$ cat config.mk
export PLATFORM = sky130hd
export DESIGN_NAME = posit_dot_accumulator
export DESIGN_NICKNAME = d
export VERILOG_FILES = /design/src/rtl/posit_dot_accumulator.sv
export SDC_FILE = /design/constraint.sdc
export NUM_CORES = 1
export LEC_CHECK = 0
export ABC_AREA = 1
export CORE_ASPECT_RATIO = 1.4
export CORE_MARGIN = 2
export CORE_UTILIZATION = 40
export CTS_CLUSTER_DIAMETER = 150
export DETAILED_ROUTE_END_ITERATION = 6
export SETUP_SLACK_MARGIN = 0.05
export SLEW_MARGIN = 40
export SYNTH_ARGS = -nofsm -noshare
export SYNTH_HDL_FRONTEND = slang
export SYNTH_SLANG_ARGS = --single-unit
$ cat constraint.sdc
create_clock -name clk_i -period 19.3 [get_ports clk_i]
set_clock_uncertainty 0.2 [all_clocks]
set_input_delay 3.86 -clock clk_i [delete_from_list [all_inputs] [get_ports clk_i]]
set_output_delay 3.86 -clock clk_i [all_outputs]
set_load 0.01 [all_outputs]
$ cat src/rtl/posit_dot_accumulator.sv
// ============================================================================
// Module  : posit_dot_accumulator
// Brief   : Exact posit dot product; decoded operand pairs accumulate into a quire
// Rev     : 1.0
// ============================================================================
`default_nettype none

module posit_dot_accumulator #(
  parameter  int WIDTH = 8,
  parameter  int EXP   = 2,
  parameter  int GUARD = 8,
  localparam int REGI  = $clog2(WIDTH) + 1,
  localparam int MTS   = WIDTH - 3 - EXP,
  localparam int MAXS  = (2 ** EXP) * (WIDTH - 1) - 1,
  localparam int QW    = 4 * MAXS + 2 * MTS + GUARD + 3
) (
  input  logic            clk_i,
  input  logic            rst_i,
  input  logic            decode,
  input  logic            last_i,
  input  logic            clear_i,
  input  logic            sign_s,
  input  logic            sign_l,
  input  logic [REGI-1:0] regi_s,
  input  logic [REGI-1:0] regi_l,
  input  logic [EXP-1:0]  exp_s,
  input  logic [EXP-1:0]  exp_l,
  input  logic [MTS-1:0]  mts_s,
  input  logic [MTS-1:0]  mts_l,
  input  logic [1:0]      vld_o_w,
  input  logic [1:0]      vld_o_d,
  output logic [QW-1:0]   acc_o,
  output logic            nar_o,
  output logic            ovf_o,
  output logic            out_vld_o,
  output logic            busy_o
);

  localparam int SCW = REGI + EXP;
  localparam int SSW = 2 * REGI + EXP + 1;
  localparam int PW  = 2 * MTS + 2;

  localparam logic [SSW-1:0] c_bias     = SSW'(2 * MAXS);
  localparam logic [1:0]     c_cls_zero = 2'b00;
  localparam logic [1:0]     c_cls_norm = 2'b01;
  localparam logic [1:0]     c_cls_nar  = 2'b10;

  typedef enum logic [1:0] {
    S_IDLE = 2'd0,
    S_ACC  = 2'd1,
    S_NAR  = 2'd2
  } state_t;

  state_t          r_state;
  logic            r_s1_vld;
  logic            r_s1_last;
  logic            r_s1_sign;
  logic [1:0]      r_s1_cls;
  logic [SSW-1:0]  r_s1_ssum;
  logic [PW-1:0]   r_s1_prod;
  logic [QW-1:0]   r_quire;
  logic            r_ovf;

  logic [SCW-1:0]  w_scale_s;
  logic [SCW-1:0]  w_scale_l;
  logic [SSW-1:0]  w_ssum;
  logic [PW-1:0]   w_prod;
  logic [1:0]      w_cls;
  logic [SSW-1:0]  w_shamt;
  logic [QW-1:0]   w_mag;
  logic [QW-1:0]   w_term;
  logic [QW-1:0]   w_base;
  logic [QW-1:0]   w_sum;
  logic            w_add_ovf;
  logic            w_term_nar;
  logic            w_nar_any;

  // k*2^EXP + e is just the regime bits concatenated above the exponent bits
  assign w_scale_s = {regi_s, exp_s};
  assign w_scale_l = {regi_l, exp_l};
  assign w_ssum    = {{(SSW-SCW){w_scale_s[SCW-1]}}, w_scale_s}
                   + {{(SSW-SCW){w_scale_l[SCW-1]}}, w_scale_l};
  assign w_prod    = PW'({1'b1, mts_s}) * PW'({1'b1, mts_l});

  always_comb begin
    w_cls = c_cls_norm;
    if (vld_o_w == c_cls_nar || vld_o_d == c_cls_nar) begin
      w_cls = c_cls_nar;
    end else if (vld_o_w == c_cls_zero || vld_o_d == c_cls_zero) begin
      w_cls = c_cls_zero;
    end
  end

  // Biased scale is non-negative for legal operands and indexes the quire directly
  assign w_shamt = r_s1_ssum + c_bias;
  assign w_mag   = QW'(r_s1_prod) << w_shamt;

  always_comb begin
    w_term = '0;
    if (r_s1_cls != c_cls_zero) begin
      w_term = r_s1_sign ? (~w_mag + QW'(1)) : w_mag;
    end
  end

  assign w_base     = (r_state == S_IDLE) ? '0 : r_quire;
  assign w_sum      = w_base + w_term;
  assign w_add_ovf  = (w_base[QW-1] == w_term[QW-1]) && (w_sum[QW-1] != w_base[QW-1]);
  assign w_term_nar = (r_s1_cls == c_cls_nar);
  assign w_nar_any  = w_term_nar || (r_state == S_NAR);

  always_ff @(posedge clk_i or posedge rst_i) begin
    if (rst_i) begin
      r_state   <= S_IDLE;
      r_s1_vld  <= 1'b0;
      r_s1_last <= 1'b0;
      r_s1_sign <= 1'b0;
      r_s1_cls  <= c_cls_zero;
      r_s1_ssum <= '0;
      r_s1_prod <= '0;
      r_quire   <= '0;
      r_ovf     <= 1'b0;
      acc_o     <= '0;
      nar_o     <= 1'b0;
      ovf_o     <= 1'b0;
      out_vld_o <= 1'b0;
      busy_o    <= 1'b0;
    end else if (clear_i) begin
      r_state   <= S_IDLE;
      r_s1_vld  <= 1'b0;
      r_quire   <= '0;
      r_ovf     <= 1'b0;
      out_vld_o <= 1'b0;
      busy_o    <= 1'b0;
    end else begin
      r_s1_vld  <= decode;
      out_vld_o <= 1'b0;
      if (decode) begin
        r_s1_last <= last_i;
        r_s1_sign <= sign_s ^ sign_l;
        r_s1_cls  <= w_cls;
        r_s1_ssum <= w_ssum;
        r_s1_prod <= w_prod;
      end

      if (r_s1_vld) begin
        if (r_s1_last) begin
          r_state   <= S_IDLE;
          r_quire   <= '0;
          r_ovf     <= 1'b0;
          busy_o    <= 1'b0;
          out_vld_o <= 1'b1;
          nar_o     <= w_nar_any;
          acc_o     <= w_nar_any ? '0 : w_sum;
          ovf_o     <= w_nar_any ? 1'b0 : (r_ovf | w_add_ovf);
        end else if (w_nar_any) begin
          r_state <= S_NAR;
          busy_o  <= 1'b1;
        end else begin
          r_state <= S_ACC;
          r_quire <= w_sum;
          r_ovf   <= r_ovf | w_add_ovf;
          busy_o  <= 1'b1;
        end
      end
    end
  end

endmodule

`default_nettype wire

# Word-level counts from Yosys, hierarchy flattened
# Index checks and enable logic that the tools add are counted.
totals:
  regBits: 281
  in_bits: 29
  out_inout_bits: 129
  elab_cells: 69
classes:
  addsub: 4
  mul: 1
  n_eq_ne: 7
  shifts: 1
  muxes: 26
  bitwise: 4
  n_reduce_logical: 12
op_table:
  columns: ["operator", "n"]
  rows:
  - ["two-way mux 125 bit", 8]
  - ["adder 125 x 1 -> 125 bit, second input constant", 1]
  - ["adder 125 bit", 1]
  - ["NOT 125 bit", 1]
  - ["<< shifter 8 x 11 -> 125 bit", 1]
  - ["two-way mux 1 bit", 13]
  - ["adder 11 x 6 -> 11 bit, second input constant", 1]
  - ["two-way mux 2 bit", 5]
  - ["equality test 2 bit, second input constant", 4]
  - ["multiplier 4 x 4 -> 8 bit", 1]
  - ["adder 6 x 6 -> 7 bit", 1]
  - ["logical NOT 2 bit", 3]
  - ["AND reduction 2 bit", 2]
  - ["nonzero test 2 bit", 2]
  - ["logical OR 1 bit", 3]
  - ["!= test 3 bit, second input constant", 1]
  - ["AND reduction 3 bit", 1]
  - ["equality test 1 bit", 1]
  - ["logical AND 1 bit", 1]
  - ["!= test 1 bit", 1]
  - ["NOT 1 bit", 1]
  - ["OR 1 bit", 1]
  - ["bitwise XOR 1 bit", 1]

# Depth between registers and ports, before layout
# Gate-level depths: netlist of the first run.
depth:
  word_depth: 14
  ltp_mapped: 46
  depth_no_buf: 43

# Worst setup path before layout of the first run
# No wires, ideal clock.
synth_timing:
  path_kind: "input port to flip-flop"
  from: "input port mts_s[1]"
  to: "register r_s1_prod[7]"
  setup_time_ps: 135
  t_arrival_ps: 6024
  t_required_ps: 18965
  slack_ps: 12941
  cell_stages: 16
  path_buffers: 0
  cell_sequence: "nand2_1 > inv_1 > fa_1 > inv_1 > fa_1 > inv_1 > ha_1 > a21oi_1 > inv_1 > a31oi_1 > nor2_1 > nor2_1 > nor2_1 > nor2_1 > xor2_1 > o21ai_0"
synth_between:
  elab_chain_len: 1
synth_lines:
  columns: ["item", "line_no", "source"]
  rows:
  - ["start: declaration", "28", "input logic [MTS-1:0] mts_s,"]
  - ["multiplier 4 x 4 -> 8 bit", "83", "assign w_prod = PW'({1'b1, mts_s}) * PW'({1'b1, mts_l});"]
  - ["end signal: assignment", "142", "r_s1_prod <= w_prod;"]
  - ["end: declaration", "60", "logic [PW-1:0] r_s1_prod;"]
# No other way between the ends.
# A chain may end at the register's enable or synchronous reset.

# Worst setup path in the final report of the first run
layout_timing:
  from: "register r_s1_ssum[1]"
  to: "register acc_o[114]"
layout_between:
  elab_chain_len: 8
layout_lines:
  columns: ["item", "line_no", "source"]
  rows:
  - ["start: declaration", "59", "logic [SSW-1:0] r_s1_ssum;"]
  - ["start signal: assignment", "141", "r_s1_ssum <= w_ssum;"]
  - ["adder 11 x 6 -> 11 bit (*)", "95", "assign w_shamt = r_s1_ssum + c_bias;"]
  - ["<< shifter 8 x 11 -> 125 bit (*)", "96", "assign w_mag = QW'(r_s1_prod) << w_shamt;"]
  - ["NOT 125 bit", "101", "w_term = r_s1_sign ? (~w_mag + QW'(1)) : w_mag;"]
  - ["adder 125 x 1 -> 125 bit", "101", null]
  - ["two-way mux 125 bit (*)", "101", null]
  - ["two-way mux 125 bit (*)", "100", "if (r_s1_cls != c_cls_zero) begin"]
  - ["adder 125 bit (*)", "106", "assign w_sum = w_base + w_term;"]
  - ["two-way mux 125 bit (*)", "153", "acc_o <= w_nar_any ? '0 : w_sum;"]
  - ["end signal: assignment", "153", null]
  - ["end: declaration", "32", "output logic [QW-1:0] acc_o,"]
# Mark *: on every way between the ends. The rest lies on a longest branch, timed or not.

==> flow_summary.yaml, run 1 <==
logic_synthesis:
  synth_area_sq_mm: 0.0282
  syn_inst: 4518
  synth_warnings: 0
  synth.avg_cell_area_sq_um: 6.23
  ys_ff_latch: 277
  seq_area_frac_synth: 0.246
  syn_nets: 4697
  synth-main-ff-cell: "dfrtp_1"
  ys_types: 71
  ys_async_sr_fraction: 1.00
  synth_edf_count: 0
pwr:
  p_int_mw: 1.56
  seq_power_share: 0.214
  power.share.clock: 0.172
  p_leak_nw: 15.7
  powerDensity_mw_per_mm2: 105
  sw_frac_of_total: 0.532
  power.net_switching_mw: 1.77
  combinationalPowerShare: 0.613
  ir_drop_uv: 76.9
route:
  postRouteAntennaNets: 0
  wl_um: 131000
  routedWlPerCell_um: 23.6
  first_pass_iters: 6
  drc_errors: 0
  vias_per_cell: 5.65
  vias: 31340
  drt_iter0_drc: 2768
floorplan:
  die_area_sq_mm: 0.0726
  die_w_um: 228
  fp.dieH_um: 318
  ios: 158
  rows: 115
  initial_core_util: 0.403
  coreArea_sq_mm: 0.0699
final_layout:
  drive_gt1_frac: 0.0624
  fin_area_sq_mm: 0.0316
  final_common_cell: "nand2_1"
  final_util: 0.452
  nets: 4767
  final_cell_mix: "nand2_1, inv_1, nor2_1"
  syn2layout_area_growth_pct: 12.1
run_status:
  outcome: "finished clean"
clock_tree:
  clk_latency_ns: 0.64
  cts_tree: "done"
  cts_sinks: 277
  post_cts_resized: 0
  h-tree-depth: 1
  cts_setup_buffers: 0
  cts-root-buf: "clkbuf_16"
  ctsHoldBuffers: 0
  clkTransAtPathRegs_ns: 0.07
  cts_made_buffers: 30
  cts_buffer_depth: 3
timing:
  layout_min_cycle_time_ns: 9.77
  fin_crit_sh: 0.506
  slew_headroom: 0.320
  rsz0062_at_grt: "no"
  tns_ns: 0
  fmax_ghz: 0.102
  hold_violations: 0
  setup_viol: 0
  tightest_slew_ns: 1.02
  maxSlewViolCount: 0
placement:
  placed_cell_area_sq_mm: 0.0306
  portBuffers: 157
  gp_congestion: 1.02
  hpwl_um: 108000
worst_setup_path:
  required_ns: 19.56
  worstSetupPathType: "flip-flop to flip-flop"
  crit_path_max_incr_delay_ns: 0.79
  critPathArrivalTime_ns: 10.03
  worstSetupEndpointType: "flip-flop"
  cp_slowest_cell: "clkinv_1"
  worst-path-max-fanout: 29
  cp-start-kind: "flip-flop"
run:
  cap_violations: 0
global_routing:
  overflow: 0
  grt_use_met1: 0.416
  grt.busiest_layer: "met2"
  gr-usage-met2: 0.608
  met3_usage: 0.0332
  antenna_found_initial: 4
  grt.total_usage: 0.353
  grt_max_degree: 84
  grt_pass1_wl_um: 194000
  grt_pass1_vias: 30696
min_path:
  hold_class: "flip-flop to flip-flop"
[logic make-up (layout without fill, tap and decap cells)]
group / Yosys count / count (layout) / synth area share
AOI/OAI and AO/OA: 1011 / 1011 / 0.202
xor gates and xnor gates: 66 / 66 / 0.0215
adders and majority gates: 150 / 150 / 0.0685
buffers and inverters: 847 / 941 / 0.117
DFF: 277 / 277 / 0.246
other: 0 / 1 / 0
and+or+nand+nor: 2167 / 2167 / 0.345
[through the flow]
stage | hold slack (ns) | std cells | total power [mW] | worst slack [ns]
2_1_floorplan | 0.243 | 4518 | 2.03 | 7.60
3_3_place_gp | 0.265 | 5488 | 2.72 | 9.16
3_5_place_dp | 0.264 | 5492 | 2.72 | 9.83
4_1_cts | 0.282 | 5548 | 3.31 | 9.79
5_1_grt | 0.302 | 5548 | 3.53 | 9.02
6_report | 0.278 | 5549 | 3.33 | 9.53
[final timing paths]
path / slack (ns) / end / cells after the start / startpoint
setup reg to reg: 9.53 / acc_o[114]$_DFFE_PP0P_ / 36 / r_s1_ssum[1]$_DFFE_PP0P_
min in group asynchronous: 3.47 / r_quire[48]$_DFFE_PP0P_ / 2 / rst_i
hold reg to reg: 0.28 / r_quire[124]$_DFFE_PP0P_ / 2 / r_quire[124]$_DFFE_PP0P_
max in group asynchronous: 13.86 / r_s1_ssum[5]$_DFFE_PP0P_ / 4 / rst_i
setup / recovery: 9.53 / acc_o[114]$_DFFE_PP0P_ / 36 / r_s1_ssum[1]$_DFFE_PP0P_
hold / removal: 0.28 / r_quire[124]$_DFFE_PP0P_ / 2 / r_quire[124]$_DFFE_PP0P_
[cell type report]
type                            instances  area, sq um
Antenna cell                            1         2.50
Clock buffer                           42          846
Clock inverter                         14          104
Fill cell                            7766        38300
Inverter                              699         2640
Multi-Input combinational cell       3394        18000
Sequential cell                       277         6930
Tap cell                              936         1170
Timing Repair Buffer                  186         1850
[power groups by stage]
| stage | clock (mW) | combinational (mW) | sequential [mW] |
|---|---|---|---|
| 3_3_place_gp | 0 | 2.00 | 0.721 |
| 5_1_grt | 0.603 | 2.21 | 0.721 |
| 6_report | 0.574 | 2.04 | 0.712 |
| 2_1_floorplan | 0 | 1.30 | 0.727 |
| 4_1_cts | 0.588 | 2.01 | 0.712 |
| 3_5_place_dp | 0 | 2.00 | 0.721 |
[Yosys cell counts (8+ instances only)]
library cell	number	area share
nand3_2	39	0.014
nor4_1	18	0.0040
nor2_2	15	0.0033
o22ai_1	60	0.013
ha_1	143	0.064
inv_2	28	0.0037
buf_1	12	0.0016
a31oi_1	84	0.019
or2_2	45	0.010
inv_1	668	0.089
nand3b_1	25	0.0067
xnor2_1	35	0.011
nand2_2	22	0.0049
nor2_1	642	0.086
buf_2	26	0.0046
clkbuf_1	98	0.013
dfrtp_1	277	0.25
nand2_1	865	0.12
buf_6	8	0.0032
o21a_1	26	0.0069
o21ai_0	330	0.059
xor2_1	29	0.0090
nand4_1	92	0.020
nand3_1	281	0.050
a21o_1	11	0.0029
a32o_1	34	0.012
a21oi_1	380	0.068
nor3_1	83	0.015
o21ai_1	33	0.0059
[routing by layer]
layer / wire (um) / up-vias / share of wire
met4: 10400 / 4 / 0.079
met5: 30 / - / 0.00023
met3: 6800 / 335 / 0.052
li1: - / 15144 / -
met2: 62200 / 1126 / 0.47
met1: 51700 / 14731 / 0.39
[registers in the layout (all words and copies together) (netlist names)]
| register | cells |
|---|---|
| ovf_o | 1 |
| acc_o | 125 |
| out_vld_o | 1 |
| r_quire | 125 |
| r_ovf | 1 |
| r_state | 2 |
| r_s1_prod | 8 |
| r_s1_last | 1 |
| r_s1_cls | 2 |
| r_s1_sign | 1 |
| r_s1_ssum | 7 |
| r_s1_vld | 1 |
| busy_o | 1 |
| nar_o | 1 |
[worst max-delay path: cells and delay by family, from the launching register on]
family	cells	cell delay, ns
buffers and inverters	6	1.38
XOR/XNOR	1	0.27
adder cells (fa/ha/maj)	2	0.60
AO/OA/AOI/OAI	6	2.39
AND/OR/NAND/NOR	21	4.01
flip-flops	1	0.75
Power figures use the tool's default switching activity.
==> run 2: changes to the inputs <==
==> constraint.sdc (replaced) <==
create_clock -name clk_i -period 9.1 [get_ports clk_i]
set_clock_uncertainty 0.2 [all_clocks]
set_input_delay 1.82 -clock clk_i [delete_from_list [all_inputs] [get_ports clk_i]]
set_output_delay 1.82 -clock clk_i [all_outputs]
set_load 0.01 [all_outputs]
==> run 2 against run 1 <==
Effect of this change:
- non-clock buffer count up 48
- fmax grew 16%
- setup slack got worse by 8.9 ns
- clock-buffer cell count down 1
- register-to-register slack got worse by 8.9 ns
- total power is 120% higher
- sequential power rose by 110%
- via count grew 0.64%
- flip-flop and latch count did not move
==> flow_summary.yaml, run 2 (synthesis gave the netlist of run 1 again) <==
floorplan:
  coreArea_sq_mm: 0.0699
  rows: 115
  die_area_sq_mm: 0.0726
  fp.dieH_um: 318
  die_w_um: 228
  initial_core_util: 0.403
  ios: 158
min_path:
  hold_class: "flip-flop to flip-flop"
worst_setup_path:
  cp-start-kind: "flip-flop"
  critPathArrivalTime_ns: 8.72
  crit_start: "r_s1_ssum[1]$_DFFE_PP0P_"
  worstSetupEndpointType: "flip-flop"
  cpMostUsedCell: "nand2_1"
  r2r-end: "acc_o[114]$_DFFE_PP0P_"
  worst-path-max-fanout: 20
  path_depth: 40
  cp-endpoint: "acc_o[114]$_DFFE_PP0P_"
  crit_family: "simple AND/OR/NAND/NOR gates"
  cp_slowest_cell: "dfrtp_1"
  worstRegToRegCells: 40
  worstSetupPathType: "flip-flop to flip-flop"
  crit_path_max_incr_delay_ns: 0.75
  cp.buffers_inverters: 6
  required_ns: 9.39
  rr_startpoint: "r_s1_ssum[1]$_DFFE_PP0P_"
  rrSetupSlack_ns: 0.67
clock_tree:
  post_cts_resized: 0
  cts_made_buffers: 31
  ctsHoldBuffers: 0
  clkTransAtPathRegs_ns: 0.06
  cts_sinks: 277
  cts_tree: "done"
  cts-root-buf: "clkbuf_16"
  cts_buffer_depth: 3
  clk_latency_ns: 0.66
  h-tree-depth: 1
  cts_setup_buffers: 0
timing:
  hold_violations: 0
  setup_viol: 0
  layout_min_cycle_time_ns: 8.43
  rsz0062_at_grt: "no"
  tightest_slew_ns: 0.893
  tns_ns: 0
  fmax_ghz: 0.119
  slew_headroom: 0.398
  fin_crit_sh: 0.926
  maxSlewViolCount: 0
final_layout:
  nets: 4816
  antennaDiodeCount: 0
  final_common_cell: "nand2_1"
  reg.largest.list: "acc_o (125), r_quire (125), r_s1_prod (8)"
  final_cell_mix: "nand2_1, inv_1, nor2_1"
  final_util: 0.457
  syn2layout_area_growth_pct: 13.5
  drive_gt1_frac: 0.0717
  fin_area_sq_mm: 0.0320
route:
  vias: 31540
  drt_iter0_drc: 2819
  postRouteAntennaNets: 0
  vias_per_cell: 5.64
  routedWlPerCell_um: 23.4
  first_pass_iters: 6
  wl_um: 131000
  drc_errors: 0
global_routing:
  grt.total_usage: 0.353
  antenna_found_initial: 1
  grt_pass1_vias: 30863
  grt_pass1_wl_um: 194000
  overflow: 0
  grt_max_degree: 129
pwr:
  p_leak_nw: 15.9
  powerDensity_mw_per_mm2: 226
  ir_drop_uv: 168
placement:
  portBuffers: 157
  placed_cell_area_sq_mm: 0.0309
  hpwl_um: 107000
  gp_congestion: 1.06
run_status:
  outcome: "finished clean"
run:
  cap_violations: 0
## run 2: cell count changes in the layout (fill, tap and decap cells not counted), sizes merged
cell and change:
diode -1, clkbuf -1, clkinv -4, buf +48
clkinvlp +3, bufinv +2
## run 2: worst min path at each step
stage                                   from                       end  slack (ns)  depth (start not counted)
floorplan           r_quire[124]$_DFFE_PP0P_  r_quire[124]$_DFFE_PP0P_        0.24                          2
global placement    r_quire[124]$_DFFE_PP0P_  r_quire[124]$_DFFE_PP0P_        0.26                          2
detailed placement    acc_o[124]$_DFFE_PP0P_    acc_o[124]$_DFFE_PP0P_        0.27                          2
CTS                    acc_o[59]$_DFFE_PP0P_     acc_o[59]$_DFFE_PP0P_        0.28                          2
global route           acc_o[88]$_DFFE_PP0P_     acc_o[88]$_DFFE_PP0P_        0.30                          2
finish                     ovf_o$_DFFE_PP0P_         ovf_o$_DFFE_PP0P_        0.28                          2
## run 2: power breakdown
| part | internal [mW] | total (mW) | switching, mW |
|---|---|---|---|
| clock network | 0.739 | 1.33 | 0.593 |
| registers | 1.39 | 1.51 | 0.122 |
| logic | 1.31 | 4.38 | 3.08 |
| total | 3.43 | 7.23 | 3.79 |
## run 2: final cells by class
class	count	area (sq um)
fillers	7697	38000
multi-input cells	3394	18000
flip-flops and latches	277	6930
inverters	699	2630
repair buffers	234	2190
well taps	936	1170
clock buffers	41	883
clock inverters	15	156
## run 2: layer usage
metal / up-vias / global-route usage / share of wire
met4: 0 / 0.232 / 0.078
met3: 337 / 0.0392 / 0.057
met1: 14788 / 0.412 / 0.39
met2: 1193 / 0.610 / 0.48
met5: - / 0 / 0
li1: 15222 / - / -
## run 2: metrics by stage
| step | hold slack (ns) | power (mW) | worst slack, ns | cells |
|---|---|---|---|---|
| after floorplan | 0.243 | 4.31 | 3.38 | 4518 |
| after global placement | 0.261 | 5.82 | 0.688 | 5540 |
| after detailed placement | 0.265 | 5.81 | 0.825 | 5540 |
| after CTS | 0.282 | 7.18 | 0.785 | 5596 |
| after global routing | 0.298 | 7.66 | 0.139 | 5596 |
| final | 0.279 | 7.23 | 0.671 | 5596 |
## run 2: worst register-to-register path, delay by kind of cell (launching register included)
| kind | cells | cell delay (ns) |
|---|---|---|
| fa+ha+maj | 2 | 0.61 |
| simple gates | 24 | 3.63 |
| buf+inv | 6 | 1.02 |
| flops | 1 | 0.75 |
| xor+xnor | 1 | 0.22 |
| compound gates | 7 | 1.83 |
